===== src/rtl/fifo_stream_reader.sv =====
// Read-side adapter for sync_fifo: issues pops, absorbs the one-cycle read latency
// and presents entries as a valid/ready stream. Optional: FIFO_READER_BYPASS_EN.
module fifo_stream_reader #(
    parameter int WIDTH = 8
) (
    input  logic             clk,
    input  logic             rst,
    output logic             re,
    input  logic [WIDTH-1:0] r_data,
    input  logic             empty,
    output logic             valid,
    output logic [WIDTH-1:0] data,
    input  logic             ready
);

    typedef enum logic [1:0] {
        EMPTY = 2'd0,
        ONE   = 2'd1,
        FULL  = 2'd2
    } occ_t;

    occ_t             state;
    occ_t             state_next;
    logic             inflight;
    logic [WIDTH-1:0] head;
    logic [WIDTH-1:0] skid;

    logic             bypass;
    logic             deq;
    logic             capture;
    logic             capture_skid;
    logic [2:0]       load;

    always_comb begin
        bypass       = 1'b0;
        state_next   = state;
        capture_skid = 1'b0;

`ifdef FIFO_READER_BYPASS_EN
        // Returning pop with nothing buffered is presented straight from r_data.
        bypass = !rst && (state == EMPTY) && inflight;
        valid  = (!rst && (state != EMPTY)) || bypass;
        data   = bypass ? r_data : head;
`else
        valid  = !rst && (state != EMPTY);
        data   = head;
`endif

        // deq covers only buffered beats; a consumed bypass beat is simply not captured.
        deq     = valid && ready && (state != EMPTY);
        capture = inflight && !(bypass && ready);

        // Slot choice uses occupancy after this cycle's dequeue.
        if (capture) begin
            capture_skid = ((state == ONE) && !deq) || ((state == FULL) && deq);
        end

        case ({capture, deq})
            2'b10: begin
                if (state == EMPTY) state_next = ONE;
                else                state_next = FULL;
            end
            2'b01: begin
                if (state == FULL) state_next = ONE;
                else               state_next = EMPTY;
            end
            default: state_next = state;
        endcase

        load = 3'(state) + 3'(inflight) - 3'(valid && ready);
        re   = !rst && !empty && (load < 3'd2);
    end

    always_ff @(posedge clk) begin
        if (rst) begin
            state    <= EMPTY;
            inflight <= 1'b0;
            head     <= '0;
            skid     <= '0;
        end else begin
            state    <= state_next;
            inflight <= re;
            if (deq && (state == FULL)) begin
                head <= skid;
            end
            if (capture) begin
                if (capture_skid) skid <= r_data;
                else              head <= r_data;
            end
        end
    end

    always_ff @(posedge clk) begin
        if (!rst) begin
            assert (3'(state) + 3'(inflight) <= 3'd2)
                else $error("fifo_stream_reader: occ + inflight exceeds 2");
        end
    end

endmodule

===== config.mk =====
export PLATFORM = sky130hd
export DESIGN_NAME = fifo_stream_reader
export DESIGN_NICKNAME = d
export VERILOG_FILES = /design/src/rtl/fifo_stream_reader.sv
export SDC_FILE = /design/constraint.sdc
export NUM_CORES = 1
export LEC_CHECK = 0
export ABC_AREA = 1
export BUFFER_PORTS_ARGS = -buffer_cell sky130_fd_sc_hd__buf_2
export CAP_MARGIN = 15
export CORE_MARGIN = 2
export CORE_UTILIZATION = 40
export DETAILED_ROUTE_END_ITERATION = 8
export GPL_TIMING_DRIVEN = 0
export SLEW_MARGIN = 20
export SYNTH_ARGS = -nofsm -noshare
export SYNTH_HDL_FRONTEND = slang
export SYNTH_SLANG_ARGS = --single-unit

===== constraint.sdc =====
create_clock -name clk -period 2.9 [get_ports clk]
set_clock_uncertainty 0.05 [all_clocks]
set_input_delay 0.145 -clock clk [delete_from_list [all_inputs] [get_ports clk]]
set_output_delay 0.145 -clock clk [all_outputs]
set_load 0.05 [all_outputs]

After elaboration in Yosys (flattened, before gate mapping)
Cells that the tools add are included.
Operators by class
  add/subtract/negate cells: 2
  magnitude comparators: 1
  eq/ne operators: 4
  multiplexer cells: 7
  reduce and logical (&&, ||, !) cells: 15
Operators with widths (number)
  $mux 8: 3
  $logic_and 1x1->1: 7
  $eq 2x1->1 const B: 2
  $eq 2x2->1 const B: 2
  $pmux 2 s2: 1
  $reduce_bool 2->1: 2
  $add 2x1->3: 1
  $logic_not 1->1: 3
  $lt 3x2->1 const B: 1
  $sub 3x1->3: 1
  $logic_not 2->1: 1
  $mux 1: 2
  $mux 2: 1
  $reduce_and 2->1: 1
  $logic_or 1x1->1: 1
Word-level totals
  bits in registers: 19
  bits of input ports: 12
  output and inout bits: 10
  logic and storage cells: 33

Depth between registers and ports, before layout
  word-level depth: 10
  gate-level depth with buffers: 9
  depth with buffers taken out: 9

Worst setup path before layout
Ideal clock, no wire load.
  path kind: flip-flop to output port
  start point: reg inflight (netlist: capture)
  end point: out re
  arrival time: 2998 ps
  required time: 2705 ps
  path slack: -293 ps
  stages on the path, launching flop included: 9
  path buffers: 2
  cell sequence: dfxtp_1 > buf_4 > clkbuf_1 > inv_1 > ha_1 > or2_2 > fa_1 > nand2_1 > nor3_1
Between the ends
  word-level cells in the longest chain between the ends: 4
Ends and longest elaborated chain
  start: declaration: line 24  | logic inflight;
  start signal: assignment: line 82  | inflight <= re;
  $add 2x1->3: line 70  | load = 3'(state) + 3'(inflight) - 3'(valid && ready);
  $sub 3x1->3: line 70
  $lt 3x2->1: line 71  | re = !rst && !empty && (load < 3'd2);
  $logic_and 1x1->1: line 71
  end: declaration: line 8  | output logic re,
Every way passes these cells.

Worst setup path in the final report
  start point: reg state[0]
  end point: out re
Between the ends
  word-level cells in the longest chain between the ends: 6
  elaborated cells between the ends (all ways): 7
  classes of those cells: add/sub: 2; order compare: 1; reduce/logical: 4
Ends and longest elaborated chain
  start: declaration: line 22  | occ_t state;
  start signal: assignment: line 81  | state <= state_next;
  branches (longest 3 deep; another with $add 2x1->3)
  $sub 3x1->3 (*): line 70
  $lt 3x2->1 (*): line 71
  $logic_and 1x1->1 (*): line 71
Every way passes the cells marked *.

==> flow_metrics.env <==
export IMPL_gp_congestion=0.698
export IMPL_criticalPathCategory="flip-flop to output port"
export IMPL_ys_types=23
export IMPL_drive_gt1_share_pct=22.4
export IMPL_hold_violations=0
export IMPL_synthCells=158
export IMPL_clk_pin_slew_ps=100
export IMPL_utilization_pct=47.9
export IMPL_grt_pass1_wl_mm=3.80
export IMPL_tightest_slew_ps=241
export IMPL_first_global_vias=926
export IMPL_die_h_microns=56.5
export IMPL_dp_hpwl_mm=1.62
export IMPL_dr_pass1_iters=4
export IMPL_path_max_fanout=5
export IMPL_cts_htree_levels=1
export IMPL_grt_max_degree=19
export IMPL_wire_per_inst_microns=10.2
export IMPL_drc=0
export IMPL_vias=973
export IMPL_ir_drop_v=0.000588
export IMPL_fin_ws_ps=126
export IMPL_hp_class="input pin to flip-flop"
export IMPL_fmax_mhz=361
export IMPL_syn_num_nets=173
export IMPL_io_pins=22
export IMPL_nFillCells=292
export IMPL_numCtsBuffers=3
export IMPL_insertion_delay_ps=300
export IMPL_grtUsageTotal_pct=14.9
export IMPL_cp_common_cell="inv_1"
export IMPL_grt_antenna_before_repair=0
export IMPL_root_buffer="clkbuf_4"
export IMPL_clkSinkCount=19
export IMPL_dp_slack_ps=90.1
export IMPL_core_sq_um=2690
export IMPL_arrival_ps=2580
export IMPL_clk_path_buf_depth=2
export IMPL_die_w_microns=56.5
export IMPL_outcome="completed"
export IMPL_synth_avg_cell_area_sq_um=6.98
export IMPL_cts_tree="done"
export IMPL_max_slew_margin_pct=83.9
export IMPL_max_stage_delay_ps=480
export IMPL_worstSetupStartpointType="flip-flop"
export IMPL_diodes=0
export IMPL_ant_nets=0
export IMPL_netlist_area_sq_um=1100
export IMPL_power_density_nw_per_um2=979
export IMPL_grt_overflow_total=0
export IMPL_nNetsFinal=199
export IMPL_vias_per_cell=4.55
export IMPL_wl_mm=2.18
export IMPL_crit_chain="inv_1, nand2_4, nand3_4, inv_1, ha_1, or2_2, fa_1, nand2_1, nor3_2, buf_2"
export IMPL_setup_tns_final_ps=0
export IMPL_port_buffers=21
export IMPL_rsz0062_at_grt="no"
export IMPL_ys_ff_latch=19
export IMPL_syn_to_final_growth_pct=16.6
export IMPL_period_share_pct=95.7
export IMPL_crit_path_top_delay_cell="fa_1"
export IMPL_setup_viol=0
export IMPL_rows=19
export IMPL_place_area_sq_um=1250
export IMPL_drt_initial_drc_count=11
export IMPL_maxCapViolCount=0
export IMPL_finalPower_uw=1260
export IMPL_required_ps=2710
export IMPL_r2r_cells=9
export IMPL_die_area_sq_um=3200
export IMPL_synth_warnings=0
export IMPL_final_area_sq_um=1290
export IMPL_crit_path_end_kind="output port"
export IMPL_drv_slew=0
export IMPL_yosysSeqAreaShare_pct=34.5
export IMPL_leakage_uw=0.000658
export IMPL_layout_min_cycle_time_ps=2770
export IMPL_start_util_pct=41.1
export IMPL_hold_path_depth=2
==> cell type report <==
| cell class | count | area, sq um | area share (%) |
|---|---|---|---|
| Multi-Input combinational cell | 110 | 581 | 45.1 |
| Sequential cell | 19 | 382 | 29.7 |
| Timing Repair Buffer | 22 | 115 | 8.95 |
| Inverter | 23 | 88.8 | 6.91 |
| Buffer | 5 | 55.1 | 4.28 |
| Tap cell | 31 | 38.8 | 3.02 |
| Clock buffer | 4 | 26.3 | 2.04 |
==> report_power, final <==
group / switching [uW] / internal, uW
logic: 515 / 230
clock network: 80.4 / 53.6
registers: 45.3 / 335
==> through the flow <==
| stage | std cells | hold WS, ps |
|---|---|---|
| after floorplan | 158 | 164 |
| after global placement | 210 | 291 |
| after detailed placement | 210 | 305 |
| after CTS | 214 | 8.08 |
| after global routing | 214 | 14.2 |
| final | 214 | 22.4 |
==> critical path: cells and delay by family, from the launching register on <==
kind,cells,cell delay (ps)
adders and majority gates,2,730
buffers and inverters,3,530
DFF,1,330
and+or+nand+nor,5,690
==> worst paths after layout <==
path              startpoint       end  slack [ps]
setup reg to reg    state[0]   capture         740
hold / removal           rst  state[0]          20
hold reg to reg     state[0]  state[0]         420
setup / recovery    state[0]        re         130
==> cell usage after synthesis <==
library cell  number  share of area [%]
nand2_1           35                 12
nand3b_1           8                5.4
nand4_4            1                1.9
nor2_2             1               0.57
o21ai_0            1               0.45
nor2_1            40                 14
nand2_4            3                3.1
xor2_1             1               0.79
buf_4              1               0.68
or2_2              1               0.57
clkbuf_1           1               0.34
a211oi_1           1               0.68
ha_1               2                2.3
dfxtp_1           19                 34
inv_1             21                7.1
nand3_4            2                3.2
fa_1               1                1.8
nor3_1             2               0.91
inv_4              1               0.57
buf_6              3                3.1
clkbuf_8           1                1.2
a21oi_1           11                5.0
inv_2              1               0.34
==> placed cells by master (no fill, tap or decap) <==
master         count
nand3_4            2
inv_1             21
xor2_1             1
buf_2             21
buf_6              3
nor3_1             1
nand2_1           35
nand3b_1           8
dfxtp_1           18
inv_4              1
clkbuf_1           1
fa_1               1
inv_2              1
clkbuf_4           3
ha_1               2
nor2_1            40
dlygate4sd3_1      1
nand2_4            3
a21oi_1           11
or2_2              1
buf_4              1
nor3_2             1
nor2_2             1
nand4_4            1
clkbuf_8           1
a211oi_1           1
o21ai_0            1
dfxtp_2            1
==> state kept, by name, indices dropped and copies added (netlist names) <==
| signal | flops |
|---|---|
| data | 8 |
| skid | 8 |
| state | 2 |
| capture | 1 |
==> what timing repair did <==
item,4_1_cts,5_1_grt
setup endpoints to repair,1,1
resized for setup,0,1
hold buffers,1,0
gates cloned,0,0
buffers inserted,0,0
endpoints found under the hold margin,1,0
==> per-layer routing <==
layer | up-vias | GRT usage [%] | wire (microns)
met1 | 419 | 17.3 | 1070
met3 | 2 | 5.53 | 112
met4 | 0 | 2.04 | 11
met2 | 20 | 26.6 | 986
li1 | 532 | - | -
met5 | - | 0 | 0
==> kinds of logic (layout without fill, tap and decap cells) <==
group / Yosys count / after routing / synth area share [%]
AND/OR/NAND/NOR: 93 / 93 / 41.2
AO/OA/AOI/OAI: 13 / 13 / 6.12
flip-flops: 19 / 19 / 34.5
adder cells (fa/ha/maj): 3 / 3 / 4.08
buffers and inverters: 29 / 54 / 13.4
XOR/XNOR: 1 / 1 / 0.794
Power figures use the tool's default switching activity.
